--- src/rtl/apb_fsm_controller.sv ---
// Purpose : AHB-to-APB bridge sequencer. Turns each accepted AHB transfer into an
//           APB SETUP/ACCESS pair. Supports back-to-back and pipelined writes.
// Latency : read psel 1 hclk after valid seen in IDLE; write psel 2 hclk (data-phase wait).
// Backpressure: hready_out is driven low for exactly the APB SETUP cycle; all outputs registered.
//
// Ports:
//   hclk, hresetn      clock, synchronous active-low reset
//   valid              current AHB address phase is a bridge transfer
//   hwrite, hwrite_1   write flag now / one hclk ago
//   haddr, haddr_1     AHB address now / one hclk ago
//   hwdata             AHB write data (data phase of the previous address)
//   temp_sel           region code of haddr (001/010/011, 000 = none)
//   paddr, pwdata      APB address / write data
//   pwrite, penable    APB direction / ACCESS-phase strobe
//   psel               one-hot APB slave selects
//   hready_out         AHB ready back to the master (0 = stall)

module apb_fsm_controller #(
  parameter int ADDR_W = 32,
  parameter int DATA_W = 32
) (
  input  logic              hclk,
  input  logic              hresetn,
  input  logic              valid,
  input  logic              hwrite,
  input  logic              hwrite_1,
  input  logic [ADDR_W-1:0] haddr,
  input  logic [ADDR_W-1:0] haddr_1,
  input  logic [DATA_W-1:0] hwdata,
  input  logic [2:0]        temp_sel,
  output logic [ADDR_W-1:0] paddr,
  output logic [DATA_W-1:0] pwdata,
  output logic              pwrite,
  output logic              penable,
  output logic [2:0]        psel,
  output logic              hready_out
);

  typedef enum logic [2:0] {
    IDLE     = 3'd0,
    WWAIT    = 3'd1,
    READ     = 3'd2,
    WRITE    = 3'd3,
    WRITEP   = 3'd4,
    RENABLE  = 3'd5,
    WENABLE  = 3'd6,
    WENABLEP = 3'd7
  } state_e;

  state_e            state_q, state_d;
  logic [2:0]        sel_1_q;
  logic [ADDR_W-1:0] paddr_q, paddr_d;
  logic [DATA_W-1:0] pwdata_q, pwdata_d;
  logic              pwrite_q, pwrite_d;
  logic              penable_q, penable_d;
  logic [2:0]        psel_q, psel_d;
  logic              hready_q, hready_d;

  // Output actions chosen by the state decode below.
  logic do_rd_setup;
  logic do_wr_setup;
  logic do_access;
  logic do_quiet;

  // Region code to one-hot slave select; 000 (and unused codes) strobe nothing.
  function automatic logic [2:0] sel_decode(input logic [2:0] code);
    logic [2:0] onehot;
    case (code)
      3'b001:  onehot = 3'b001;
      3'b010:  onehot = 3'b010;
      3'b011:  onehot = 3'b100;
      default: onehot = 3'b000;
    endcase
    return onehot;
  endfunction

  // Next-state and action decode.
  always_comb begin
    state_d     = state_q;
    do_rd_setup = 1'b0;
    do_wr_setup = 1'b0;
    do_access   = 1'b0;
    do_quiet    = 1'b0;
    case (state_q)
      IDLE: begin
        if (valid && !hwrite) begin
          state_d     = READ;
          do_rd_setup = 1'b1;
        end else begin
          // A write address must wait one cycle for its data phase.
          if (valid) state_d = WWAIT;
          do_quiet = 1'b1;
        end
      end
      WWAIT: begin
        // A new transfer arriving with the data marks the pair as pipelined.
        state_d     = valid ? WRITEP : WRITE;
        do_wr_setup = 1'b1;
      end
      READ: begin
        state_d   = RENABLE;
        do_access = 1'b1;
      end
      WRITE: begin
        state_d   = valid ? WENABLEP : WENABLE;
        do_access = 1'b1;
      end
      WRITEP: begin
        state_d   = WENABLEP;
        do_access = 1'b1;
      end
      RENABLE, WENABLE: begin
        if (!valid) begin
          state_d  = IDLE;
          do_quiet = 1'b1;
        end else if (!hwrite) begin
          state_d     = READ;
          do_rd_setup = 1'b1;
        end else begin
          state_d  = WWAIT;
          do_quiet = 1'b1;
        end
      end
      WENABLEP: begin
        // The pipelined transfer was captured a cycle ago, so its direction
        // comes from hwrite_1; its write data is on hwdata right now.
        if (!hwrite_1) begin
          state_d     = READ;
          do_rd_setup = 1'b1;
        end else begin
          state_d     = valid ? WRITEP : WRITE;
          do_wr_setup = 1'b1;
        end
      end
      default: begin
        state_d  = IDLE;
        do_quiet = 1'b1;
      end
    endcase
  end

  // Registered APB outputs: hold unless an action updates them.
  always_comb begin
    paddr_d   = paddr_q;
    pwdata_d  = pwdata_q;
    pwrite_d  = pwrite_q;
    penable_d = penable_q;
    psel_d    = psel_q;
    hready_d  = hready_q;
    if (do_rd_setup) begin
      paddr_d   = haddr;
      psel_d    = sel_decode(temp_sel);
      pwrite_d  = 1'b0;
      penable_d = 1'b0;
      hready_d  = 1'b0;
    end
    if (do_wr_setup) begin
      // Address and region are one cycle old; data is the current data phase.
      paddr_d   = haddr_1;
      pwdata_d  = hwdata;
      psel_d    = sel_decode(sel_1_q);
      pwrite_d  = 1'b1;
      penable_d = 1'b0;
      hready_d  = 1'b0;
    end
    if (do_access) begin
      penable_d = 1'b1;
      hready_d  = 1'b1;
    end
    if (do_quiet) begin
      penable_d = 1'b0;
      psel_d    = 3'b000;
      hready_d  = 1'b1;
    end
  end

  always_ff @(posedge hclk) begin
    if (!hresetn) begin
      state_q   <= IDLE;
      sel_1_q   <= 3'b000;
      paddr_q   <= '0;
      pwdata_q  <= '0;
      pwrite_q  <= 1'b0;
      penable_q <= 1'b0;
      psel_q    <= 3'b000;
      hready_q  <= 1'b1;
    end else begin
      state_q   <= state_d;
      sel_1_q   <= temp_sel;
      paddr_q   <= paddr_d;
      pwdata_q  <= pwdata_d;
      pwrite_q  <= pwrite_d;
      penable_q <= penable_d;
      psel_q    <= psel_d;
      hready_q  <= hready_d;
    end
  end

  assign paddr      = paddr_q;
  assign pwdata     = pwdata_q;
  assign pwrite     = pwrite_q;
  assign penable    = penable_q;
  assign psel       = psel_q;
  assign hready_out = hready_q;

  // APB protocol invariants.
  a_psel_onehot: assert property (@(posedge hclk) disable iff (!hresetn)
    $onehot0(psel));
  a_access_single: assert property (@(posedge hclk) disable iff (!hresetn)
    penable |=> !penable);
  a_access_stable: assert property (@(posedge hclk) disable iff (!hresetn)
    penable |-> ($stable(paddr) && $stable(psel) && $stable(pwrite)));

endmodule

--- config.mk ---
export PLATFORM = sky130hd
export DESIGN_NAME = apb_fsm_controller
export DESIGN_NICKNAME = d
export VERILOG_FILES = /design/src/rtl/apb_fsm_controller.sv
export SDC_FILE = /design/constraint.sdc
export NUM_CORES = 1
export LEC_CHECK = 0
export BUFFER_PORTS_ARGS = -buffer_cell sky130_fd_sc_hd__buf_2
export CORE_MARGIN = 2
export CORE_UTILIZATION = 40
export DETAILED_ROUTE_END_ITERATION = 8
export PLACE_DENSITY = 0.71
export SETUP_SLACK_MARGIN = 0.05
export SLEW_MARGIN = 10
export SYNTH_ARGS = -nofsm -noshare
export SYNTH_HDL_FRONTEND = slang
export SYNTH_SLANG_ARGS = --single-unit
--- constraint.sdc ---
create_clock -name hclk -period 2.7 [get_ports hclk]
set_input_delay 0.27 -clock hclk [delete_from_list [all_inputs] [get_ports hclk]]
set_output_delay 0.27 -clock hclk [all_outputs]
set_load 0.005 [all_outputs]
==> results.json, run 1 <==
{
  "max_cap_violations": 0,
  "drtAntennaViolNets": 0,
  "die_w_um": 92.59,
  "rsz0062_at_grt": "no",
  "synth_top_area_share_pct": 48.47,
  "synth.area.top_cells": "dfxtp_1, nand2_1, a21oi_1",
  "internal_power_mw": 2.641,
  "via_count": 3373,
  "clock_skew_ps": 12.66,
  "yosys_warnings": 0,
  "mostFrequentLayoutCell": "buf_2",
  "area_growth_pct": 38.38,
  "synth_nets": 498,
  "slew-limit-headroom_pct": 50.56,
  "cp.arrival_ps": 2360,
  "power_frac_seq_pct": 38.4,
  "start_kind": "flip-flop",
  "multi_input_area_um2": 1465,
  "antenna_found_initial": 0,
  "wl_um": 9072,
  "io_pins": 174,
  "cts_buffer_depth": 2,
  "status": "complete, no violations",
  "critical_path_required_ps": 2950,
  "route.detailed.drc": 0,
  "ir_worst_vdd_mv": 0.3409,
  "swShare_pct": 32.66,
  "num_antenna_cells": 0,
  "core_area_um2": 7647,
  "path_max_fanout": 18,
  "cts_resized": 0,
  "p_sw_mw": 1.281,
  "chipHeight_um": 92.59,
  "grt_overflow": 0,
  "dp_hpwl_um": 6201,
  "h-tree-depth": 3,
  "slew_viol_final": 0,
  "die_area_um2": 8573,
  "grt_max_degree": 42,
  "nFillCells": 733,
  "clk_pin_slew_ps": 80,
  "grt_use_total_pct": 20.40,
  "start_util_pct": 41.05,
  "portBuffers": 173,
  "setup_ws_ps": 582.6,
  "clkSinkCount": 76,
  "num_rows": 32,
  "finalHoldViolCount": 0,
  "min_period_over_period_pct": 78.42,
  "synth_seq_area_share_pct": 48.47,
  "cts_tree": "done",
  "clk_latency_ps": 340,
  "timing.fmax_ghz": 0.4723,
  "period_needed_ps": 2117,
  "grt_pass1_vias": 3097,
  "yosys.area.top_type": "dfxtp_1",
  "setup_viol": 0,
  "dr.pass1.iters": 4,
  "holdCritPathClass": "primary input to flip-flop",
  "via_per_inst": 5.111,
  "combPwrFrac_pct": 32.7,
  "gp_congestion": 0.8119,
  "postCtsHoldBufs": 0,
  "drt_iter0_markers": 120,
  "synth_area_um2": 3139,
  "drive_above_1_share_pct": 37.10,
  "path_class": "flip-flop to flip-flop",
  "worst-slew-pin-transition_ps": 740.5,
  "hold_depth": 3,
  "clkPwrFrac_pct": 28.9,
  "reg2reg_depth": 5,
  "leakage_nw": 1.997,
  "finalSetupTns_ps": 0,
  "cts_setup_buffers": 0,
  "yosys.cell_types.count": 34,
  "root_buffer": "clkbuf_8",
  "cp-end-kind": "flip-flop",
  "grt_pass1_wl_um": 14270,
  "route.detailed.wl_per_inst_um": 13.75,
  "syn-instance-count": 394,
  "pwr_density_cell_nw_per_um2": 902.9,
  "nets": 657,
  "place_ws_ps": 618.3,
  "cts_made_buffers": 9,
  "ys_ff_latch": 76,
  "layout_common_cells": "buf_2, nand2_1, dfxtp_1",
  "syn_area_per_cell_um2": 7.968,
  "regArea_um2": 1521
}
[power by group through the flow]
stage	combinational (mW)	sequential (mW)	clock [mW]
after floorplan	0.787	1.52	0
after global placement	1.26	1.52	0
after detailed placement	1.29	1.53	0
after CTS	1.29	1.51	1.16
after global routing	1.44	1.54	1.21
final	1.28	1.51	1.13
[stage by stage]
step           utilization [%]  instance area, µm²  cells  power (mW)  hold slack, ps
2_1_floorplan                -                3139    394       2.311           331.9
3_3_place_gp             53.34                4079    644       2.783           438.9
3_5_place_dp             53.34                4079    644       2.820           444.6
4_1_cts                  56.81                4344    660       3.959           146.8
5_1_grt                  56.81                4344    660       4.179           151.2
6_report                 56.81                4344    660       3.922           166.5
[cell type report]
type                    count  area share [%]
repair buffers            183           21.95
clock buffers              12           3.341
inverters                   3          0.2592
well taps                 102           2.938
clock inverters             4           2.765
multi-input cells         280           33.73
flip-flops and latches     76           35.02
[kinds of logic (layout without fill, tap and decap cells)]
logic type | after synthesis | count (layout) | share of synthesized area [%]
DFF | 76 | 76 | 48.47
xor gates and xnor gates | 1 | 1 | 0.2790
and+or+nand+nor | 156 | 156 | 20.76
adders and majority gates | 1 | 1 | 0.3189
buffers and inverters | 38 | 202 | 5.381
AOI/OAI and AO/OA | 122 | 122 | 24.79
[worst max-delay path, cell delays in order, from the launching register on]
cell and delay [ps]:
dfxtp_1 530, nor2b_4 310, a211oi_4 70, buf_4 230, or4b_2 640, a311oi_2 250
[registers in the layout (all words and copies together), names as in the netlist]
| signal | count |
|---|---|
| sel_1_q | 3 |
| psel | 3 |
| pwrite | 1 |
| penable | 1 |
| paddr | 32 |
| pwdata | 32 |
| state_q | 3 |
| hready_out | 1 |
[layer usage]
metal,GRT usage (%),wire length (µm),vias up,share of wire [%]
met4,7.090,172,0,1.9
met3,4.719,696,16,7.7
li1,-,-,1680,-
met5,0,0,-,0
met1,25.42,3890,1544,43
met2,34.61,4312,133,48
[cell usage after synthesis (all sizes together)]
master,number
nand4b,2
and2,4
dfxtp,76
a211o,1
o221a,1
nor2,4
maj3,1
nand2b,4
o21ai,4
nor3,1
a21oi,76
a21boi,1
a31oi,1
nor2b,2
nand2,135
a311oi,35
clkbuf,20
xor2,1
buf,15
a211oi,1
nand3,1
inv,3
or4b,3
o21a,1
a21o,1
[worst paths after layout]
kind | from | endpoint | slack (ps)
worst max-delay path | state_q[1] | psel[0] | 580
worst min register to register | pwdata[15] | pwdata[15] | 450
worst max register to register | state_q[1] | psel[0] | 580
worst min-delay path | hwdata[18] | pwdata[18] | 170
Power figures use the tool's default switching activity.
==> inputs of run 2 (changes only) <==
--- a/config.mk
+++ b/config.mk
@@ -9,7 +9,7 @@
 export CORE_MARGIN = 2
 export CORE_UTILIZATION = 40
 export DETAILED_ROUTE_END_ITERATION = 8
-export PLACE_DENSITY = 0.71
+export PLACE_DENSITY = 0.74
 export SETUP_SLACK_MARGIN = 0.05
 export SLEW_MARGIN = 10
 export SYNTH_ARGS = -nofsm -noshare
==> constraint.sdc (replaced) <==
create_clock -name hclk -period 1.8 [get_ports hclk]
set_input_delay 0.18 -clock hclk [delete_from_list [all_inputs] [get_ports hclk]]
set_output_delay 0.18 -clock hclk [all_outputs]
set_load 0.005 [all_outputs]
==> run 2 against run 1 <==
Die area did not move; fmax rose by 29%; sequential share of layout area grew 0.14 points; non-clock buffer count is 8 higher; first-iteration DRC count is 17% lower; utilization fell by 0.13 points; total power is 37% higher; global-route usage up 0.75 points; count of clock-buffer cells in the layout down 1; setup slack lost 420 ps; critical path type unchanged; critical endpoint unchanged; largest cell class unchanged; largest power group unchanged.
==> results.json, run 2 (same netlist as run 1, synthesis figures left out) <==
{
  "r2r_slack_ps": 160,
  "wl_met2_um": 4518,
  "start_util_pct": 41.05,
  "portBuffers": 173,
  "finalSetupTns_ps": 0,
  "area_growth_pct": 38.06,
  "leakage_nw": 2.005,
  "cts_setup_buffers": 0,
  "clk_pin_slew_ps": 80,
  "r2r_start": "state_q[1]",
  "drt-met1-wl_um": 3774,
  "max_cap_violations": 0,
  "reg2reg_depth": 4,
  "timing.fmax_ghz": 0.6113,
  "drtAntennaViolNets": 0,
  "multi_input_area_um2": 1465,
  "nets": 665,
  "route.detailed.wl_per_inst_um": 13.62,
  "setup_viol": 0,
  "clk_latency_ps": 340,
  "nFillCells": 736,
  "io_pins": 174,
  "holdPathEnd": "hready_out",
  "dr.pass1.iters": 4,
  "hold_depth": 2,
  "num_antenna_cells": 0,
  "critical_path_required_ps": 2060,
  "h-tree-depth": 3,
  "finalHoldViolCount": 0,
  "status": "complete, no violations",
  "combPwrFrac_pct": 38.2,
  "via_count": 3394,
  "timing.hold.ws_ps": 62.59,
  "min_period_over_period_pct": 90.88,
  "mostFrequentLayoutCell": "buf_2",
  "slew_viol_final": 0,
  "core_area_um2": 7647,
  "placed_cell_area_um2": 4164,
  "period_needed_ps": 1636,
  "rsz0062_at_grt": "no",
  "worst-slew-pin-transition_ps": 462.7,
  "path_class": "flip-flop to flip-flop",
  "holdCritPathClass": "primary input to flip-flop",
  "wl_um": 9068,
  "placed_cells": 652,
  "internal_power_mw": 3.472,
  "worst_hold_startpoint": "hresetn",
  "gp_congestion": 0.8273,
  "grt_use_total_pct": 21.15,
  "via_per_inst": 5.096,
  "design_area_um2": 4334,
  "clkSinkCount": 76,
  "clock_skew_ps": 8.904,
  "chipHeight_um": 92.59,
  "pwr_density_cell_nw_per_um2": 1244,
  "num_rows": 32,
  "cp-end-kind": "flip-flop",
  "cts_buffer_depth": 2,
  "swShare_pct": 35.62,
  "drt_iter0_markers": 100,
  "cts_made_buffers": 9,
  "dr_wl_met3_um": 628,
  "cts_tree": "done",
  "root_buffer": "clkbuf_8",
  "regArea_um2": 1524,
  "layout_common_cells": "buf_2, nand2_1, a21oi_1",
  "die_area_um2": 8573,
  "routed.top_layer": "met4",
  "cp.arrival_ps": 1890,
  "route.detailed.drc": 0,
  "clkPwrFrac_pct": 20.4,
  "power_frac_seq_pct": 41.4,
  "final_util_pct": 56.68,
  "grt_pass1_vias": 3404,
  "slew-limit-headroom_pct": 68.83,
  "dp_hpwl_um": 6459,
  "grt_max_degree": 66,
  "p_sw_mw": 1.921,
  "drive_above_1_share_pct": 38.30,
  "layout.cells.non_filler": 666,
  "r2r-end": "psel[0]",
  "start_kind": "flip-flop",
  "antenna_found_initial": 0,
  "path_max_fanout": 4,
  "ir_worst_vdd_mv": 0.5472,
  "grt_pass1_wl_um": 14680,
  "grt_overflow": 0,
  "die_w_um": 92.59
}
run 2: cell types whose count changed in the layout (fill, tap and decap cells not counted), sizes merged:
cell	previous run	this run
bufinv	4	0
clkbuf	12	11
clkinv	0	3
buf	183	191
run 2: stage by stage:
stage	total power, mW	setup slack (ps)
floorplan	3.466	154.3
global placement	4.261	61.93
detailed placement	4.317	31.68
CTS	5.431	71.44
global route	5.781	65.43
finish	5.393	164.2
run 2: final cells by class:
cell class,count,share of cell area [%]
repair buffers,191,24.22
clock buffers,11,3.262
clock inverters,3,0.3464
well taps,102,2.945
flip-flops and latches,76,35.16
inverters,3,0.2598
multi-input cells,280,33.80
run 2: what timing repair did:
action	4_1_cts	5_1_grt
pin swaps	0	1
setup endpoints to repair	24	27
hold buffers	0	0
resized for setup	1	5
hold endpoints to repair	0	0
cloned	0	0
run 2: worst max-delay path by stage:
stage | startpoint | to | slack, ps | cells after the start
after global routing | state_q[2] | paddr[13] | 70 | 6
after floorplan | state_q[1] | psel[0] | 150 | 5
final | state_q[1] | psel[0] | 160 | 4
after global placement | state_q[1] | psel[2] | 60 | 5
after CTS | state_q[2] | paddr[21] | 70 | 5
after detailed placement | state_q[1] | paddr[7] | 30 | 5
run 2: per-layer routing:
layer	vias to the layer above	global-route usage [%]
met2	114	37.77
met4	0	9.080
met5	-	0
li1	1692	-
met3	14	5.533
met1	1574	23.65
run 2: worst max-delay path, stage by stage (launching register included):
cell and delay, ps:
dfxtp_2 350, nand2_2 100, a211o_2 370, or4b_1 480, a311oi_2 260
run 2: power groups by stage:
stage	registers [mW]	clock network, mW	logic [mW]
2_1_floorplan	2.29	0	1.18
3_3_place_gp	2.25	0	2.01
3_5_place_dp	2.27	0	2.05
4_1_cts	2.23	1.14	2.06
5_1_grt	2.28	1.20	2.30
6_report	2.23	1.10	2.06
